**src/rtl/hazard_stall_ctrl.sv**
```systemverilog
`default_nettype none
// ============================================================================
//  Module   : hazard_stall_ctrl
//  Purpose  : Pipeline hazard/stall controller beside the ID stage. Detects
//             load-use hazards (multi-cycle, LOAD_LAT), freezes the pipe on
//             data-memory wait, flushes on taken branch and keeps a
//             saturating count of load-use stall cycles.
//  Revision : 1.0 - initial release
// ============================================================================
module hazard_stall_ctrl #(
    parameter int REG_AW   = 5,
    parameter int ZERO_REG = 0,
    parameter int LOAD_LAT = 1,
    parameter int CNT_W    = 16
) (
    input  logic              clk,
    input  logic              rst_n,
    input  logic [REG_AW-1:0] rn_id_i,
    input  logic [REG_AW-1:0] rm_id_i,
    input  logic              rn_valid_id_i,
    input  logic              rm_valid_id_i,
    input  logic [REG_AW-1:0] rd_ex_i,
    input  logic              memread_ex_i,
    input  logic              branch_taken_i,
    input  logic              mem_req_i,
    input  logic              mem_ready_i,
    input  logic              stat_clr_i,
    output logic              pc_stall_o,
    output logic              ifid_stall_o,
    output logic              id_bubble_o,
    output logic              ifid_flush_o,
    output logic              idex_flush_o,
    output logic              pipe_freeze_o,
    output logic [CNT_W-1:0]  stall_count_o
);

    // Down-counter only needs to hold LOAD_LAT-1.
    localparam int                CW       = (LOAD_LAT > 2) ? $clog2(LOAD_LAT) : 1;
    localparam logic [CW-1:0]     C_LAT_M1 = CW'(LOAD_LAT - 1);
    localparam logic [CW-1:0]     C_ONE    = CW'(1);
    localparam logic [REG_AW-1:0] C_ZERO   = REG_AW'(ZERO_REG);

    typedef enum logic [0:0] {
        ST_IDLE       = 1'b0,
        ST_LOAD_STALL = 1'b1
    } state_e;

    state_e           state_q, state_d;
    logic [CW-1:0]    cnt_q, cnt_d;
    logic [CNT_W-1:0] stall_count_q;

    logic w_hazard;
    logic w_freeze;

    assign w_hazard = memread_ex_i && (rd_ex_i != C_ZERO) &&
                      ((rn_valid_id_i && (rn_id_i == rd_ex_i)) ||
                       (rm_valid_id_i && (rm_id_i == rd_ex_i)));
    assign w_freeze = mem_req_i && !mem_ready_i;

    // State and stall down-counter registers.
    always_ff @(posedge clk or negedge rst_n) begin
        if (!rst_n) begin
            state_q <= ST_IDLE;
            cnt_q   <= '0;
        end else begin
            state_q <= state_d;
            cnt_q   <= cnt_d;
        end
    end

    // Next state and control outputs: freeze > branch > load-use stall.
    always_comb begin
        state_d       = state_q;
        cnt_d         = cnt_q;
        pc_stall_o    = 1'b0;
        ifid_stall_o  = 1'b0;
        id_bubble_o   = 1'b0;
        ifid_flush_o  = 1'b0;
        idex_flush_o  = 1'b0;
        pipe_freeze_o = 1'b0;
        if (!rst_n) begin
            // Outputs stay low while reset is held, whatever the inputs say.
        end else if (w_freeze) begin
            // Whole pipe holds; a pending branch is re-presented after the wait.
            pipe_freeze_o = 1'b1;
            pc_stall_o    = 1'b1;
            ifid_stall_o  = 1'b1;
        end else if (branch_taken_i) begin
            // The stalled instruction is squashed, so abandon any stall in progress.
            ifid_flush_o = 1'b1;
            idex_flush_o = 1'b1;
            state_d      = ST_IDLE;
            cnt_d        = '0;
        end else if (state_q == ST_LOAD_STALL) begin
            pc_stall_o   = 1'b1;
            ifid_stall_o = 1'b1;
            id_bubble_o  = 1'b1;
            cnt_d        = cnt_q - C_ONE;
            if (cnt_q == C_ONE) begin
                state_d = ST_IDLE;
            end
        end else if (w_hazard) begin
            // First stall cycle is asserted with zero latency from detection.
            pc_stall_o   = 1'b1;
            ifid_stall_o = 1'b1;
            id_bubble_o  = 1'b1;
            if (LOAD_LAT > 1) begin
                state_d = ST_LOAD_STALL;
                cnt_d   = C_LAT_M1;
            end
        end
    end

    // Saturating stall-cycle counter; clear beats increment, both hold on freeze.
    always_ff @(posedge clk or negedge rst_n) begin
        if (!rst_n) begin
            stall_count_q <= '0;
        end else if (!w_freeze) begin
            if (stat_clr_i) begin
                stall_count_q <= '0;
            end else if (id_bubble_o && !(&stall_count_q)) begin
                stall_count_q <= stall_count_q + 1'b1;
            end
        end
    end

    assign stall_count_o = stall_count_q;

endmodule
`default_nettype wire
```
**config.mk**
```make
export PLATFORM = sky130hd
export DESIGN_NAME = hazard_stall_ctrl
export DESIGN_NICKNAME = d
export VERILOG_FILES = /design/src/rtl/hazard_stall_ctrl.sv
export SDC_FILE = /design/constraint.sdc
export NUM_CORES = 1
export LEC_CHECK = 0
export CAP_MARGIN = 20
export CORE_MARGIN = 2
export CORE_UTILIZATION = 30
export CTS_CLUSTER_DIAMETER = 60
export DETAILED_ROUTE_END_ITERATION = 10
export GPL_TIMING_DRIVEN = 0
export SLEW_MARGIN = 20
export SYNTH_ARGS = -nofsm -noshare
export SYNTH_HDL_FRONTEND = slang
export SYNTH_SLANG_ARGS = --single-unit
```
**constraint.sdc**
```tcl
create_clock -name clk -period 2.1 [get_ports clk]
set_clock_uncertainty 0.15 [all_clocks]
set_input_delay 0.21 -clock clk [delete_from_list [all_inputs] [get_ports clk]]
set_output_delay 0.21 -clock clk [all_outputs]
set_load 0.01 [all_outputs]
```
==> results.sh <==
export IMPL_run_status="finished, violations left"
export IMPL_violations="negative setup slack"
export IMPL_num_nets_final=254
export IMPL_timing_final_crit_share_pct=100
export IMPL_maxCapViolations=0
export IMPL_final_instance_count_excl_fill=280
export IMPL_async_reset_ff_share_pct=100
export IMPL_fp_dieArea_um2=5210
export IMPL_critPathMostFrequentCell="and2_4"
export IMPL_grt_pass1_vias=1534
export IMPL_startpoint_type="flop"
export IMPL_critical_path_n_buffers_inverters=1
export IMPL_pin_count_of_the_biggest_net_entering_global_routing=19
export IMPL_dr_first_iter_drc_count=83
export IMPL_crit_path_required_time_ns=2.10
export IMPL_start_util_pct=31.6
export IMPL_gp_congestion=0.728
export IMPL_final_critical_path_setup_slack_ns=-0.00891
export IMPL_place_inst=256
export IMPL_htreeDepth=1
export IMPL_ys_ff_latch=18
export IMPL_dp_final_hpwl_mm=2.89
export IMPL_achievable_frequency_mhz=474
export IMPL_timing_worst_slew_pin_value_ns=0.924
export IMPL_grtUsageTotal_pct=17.1
export IMPL_antenna_found_initial=0
export IMPL_drive_above_1_share_pct=31.1
export IMPL_slew_limit_headroom_pct=38.2
export IMPL_critical_path_cell_chain="ha_4, and2_4, and2_4, a31oi_4, a22o_1, buf_6, nand2_1, o311ai_2"
export IMPL_global_route_wire_length_before_repair_mm=7.07
export IMPL_numCtsBuffers=3
export IMPL_synth_largest_area_cell="dfrtp_1"
export IMPL_drt_total_wl_mm=4.65
export IMPL_worstSkewPairLatency_ns=0.26
export IMPL_synthesis_instances=159
export IMPL_period_needed_ns=2.11
export IMPL_grt_use_met3_pct=2.92
export IMPL_routed_via_count=1597
export IMPL_highest_cell_delay_on_the_worst_timing_path_ns=0.43
export IMPL_synth_net_count=184
export IMPL_synth_edff_count=0
export IMPL_cell_variety_after_synth=45
export IMPL_drtPass1Iterations=4
export IMPL_maxSlewViolCount=0
export IMPL_fin_util_pct=51.7
export IMPL_num_antenna_cells=0
export IMPL_drc=0
export IMPL_synth_avg_cell_area_um2=8.77
export IMPL_yosysWarningCount=0
export IMPL_synth_seq_area_share_pct=32.3
export IMPL_design_area_um2=2280
export IMPL_cts_buffer_depth=2
export IMPL_vias_per_cell=5.70
export IMPL_slowest_stage="dfrtp_2"
export IMPL_worst_ep_arrival_time_ns=2.11
export IMPL_io_pins=46
export IMPL_grt_setup_unrepaired="yes"
export IMPL_global_route_peak_usage_layer="met2"
export IMPL_synth_area_leaders="dfrtp_1 (32%), xnor2_1 (6.9%), nand2_1 (5.9%)"
export IMPL_die_y_um=72.2
export IMPL_mappedNetlistArea_um2=1390
export IMPL_core_region_area_um2=4410
export IMPL_most_frequent_cells_in_the_layout="buf_4 (23), clkdlybuf4s50_1 (23), nand2_1 (21)"
export IMPL_synth_top_area_share_pct=32.3
export IMPL_area_delta_synth_final_pct=63.7
export IMPL_grt_overflow_total=0
export IMPL_clock_edge_transition_at_the_registers_on_the_reported_setup_and_hold_paths_ns=0.08
export IMPL_p_leak_nw=1.00
export IMPL_route_antenna_remaining_nets=0
export IMPL_placed_cell_area_um2=1920
export IMPL_crit_path_max_fanout=6
export IMPL_globalRouteMet2Util_pct=28.8
export IMPL_hold_worst_slack_ns=0.183
export IMPL_post_drt_wl_per_cell_um=16.6
export IMPL_hold_viol=0
export IMPL_timing_final_setup_violations=3
export IMPL_cellPowerDensity_nw_per_um2=334
export IMPL_ys_dominant_reg_cell="dfrtp_1"
export IMPL_tritoncts="built"
export IMPL_root_buffer="clkbuf_8"
export IMPL_horizontal_die_dimension_um=72.2
export IMPL_place_port_buffers=45
export IMPL_holdCritPathClass="input port to flop"
export IMPL_cpLargestDelayFamily="compound AO/OA/AOI/OAI gates"
export IMPL_worstSetupEndpointType="flop"
export IMPL_number_of_placement_rows=24
export IMPL_max_vdd_ir_drop_mv=0.228
export IMPL_n_fill_cell=426
export IMPL_clock_sink_count=18
export IMPL_gr_usage_met1_pct=22.3
export IMPL_worst_setup_path_type="flop to flop"
-- routing by layer --
layer | vias up | share of wire (%)
met4 | 0 | 0.90
met5 | - | 0
met1 | 773 | 42
met2 | 74 | 47
li1 | 746 | -
met3 | 4 | 9.2
-- cell type report --
class	instances	area, um^2	share of cell area (%)
timing repair buffer	66	622	27.2
buffer	9	65.1	2.85
multi-input combinational	127	1010	44.3
inverter	4	15.0	0.658
tap	52	65.1	2.85
clock buffer	4	45.0	1.97
sequential	18	459	20.1
-- cell families after synthesis --
logic type | Yosys count | synth area share (%)
AO/OA/AOI/OAI | 42 | 25.8
XOR/XNOR | 11 | 6.91
AND/OR/NAND/NOR | 68 | 25.5
adder cells (fa/ha/maj) | 1 | 0.898
buffers and inverters | 14 | 5.03
flip-flops | 18 | 32.3
multiplexers | 5 | 3.59
-- timing repair --
item	in CTS	in global routing
pin swaps	7	16
endpoints found under the setup margin	22	16
hold buffers	1	0
hold endpoints to repair	18	0
setup buffers	10	10
resized for setup	59	23
-- flip-flops by register name, indices dropped and copies added, names as in the netlist --
name and cells:
stall_count_o 16, cnt_q 1, state_q 1
-- metrics by stage --
step | power [mW] | TNS [ns] | setup WS, ns
after detailed placement | 0.498 | -21.57 | -1.19
after global placement | 0.496 | -20.61 | -1.15
after CTS | 0.768 | -0.158 | -0.0566
after floorplan | 0.415 | -0.00413 | -0.00413
after global routing | 0.800 | -0.276 | -0.0863
final | 0.762 | -0.0171 | -0.00891
-- worst paths after layout --
| kind | startpoint | cells after the start | slack (ns) | endpoint |
|---|---|---|---|---|
| worst max register to register | stall_count_o[0]$_DFFE_PN0P_ | 8 | -0.009 | stall_count_o[5]$_DFFE_PN0P_ |
| worst max-delay path | stall_count_o[0]$_DFFE_PN0P_ | 8 | -0.009 | stall_count_o[5]$_DFFE_PN0P_ |
| max in group asynchronous | rst_n | 2 | 0.65 | stall_count_o[12]$_DFFE_PN0P_ |
| worst min register to register | cnt_q$_DFFE_PN0P_ | 2 | 0.40 | cnt_q$_DFFE_PN0P_ |
| worst min-delay path | branch_taken_i | 2 | 0.18 | cnt_q$_DFFE_PN0P_ |
| min in group asynchronous | rst_n | 2 | 0.52 | stall_count_o[6]$_DFFE_PN0P_ |
-- synthesized netlist by cell type, types with 3 or more instances --
| master | number |
|---|---|
| a41o_1 | 3 |
| a31oi_1 | 4 |
| o311ai_1 | 6 |
| dfrtp_1 | 18 |
| a21oi_1 | 5 |
| nand2_1 | 22 |
| nor2b_1 | 3 |
| nand4_1 | 4 |
| nand3_1 | 6 |
| nor2_1 | 7 |
| and2_1 | 4 |
| mux2i_1 | 5 |
| o21ai_0 | 3 |
| nor3_1 | 4 |
| and3_1 | 4 |
| inv_1 | 3 |
| and4_1 | 3 |
| xnor2_1 | 11 |
| clkbuf_1 | 5 |
| or3_1 | 5 |
-- report_power, final --
group	internal, mW	switching (mW)
Sequential	0.346	0.000237
Combinational	0.0776	0.0769
Clock	0.135	0.125
No activity file was read; power rests on OpenSTA's default activity.
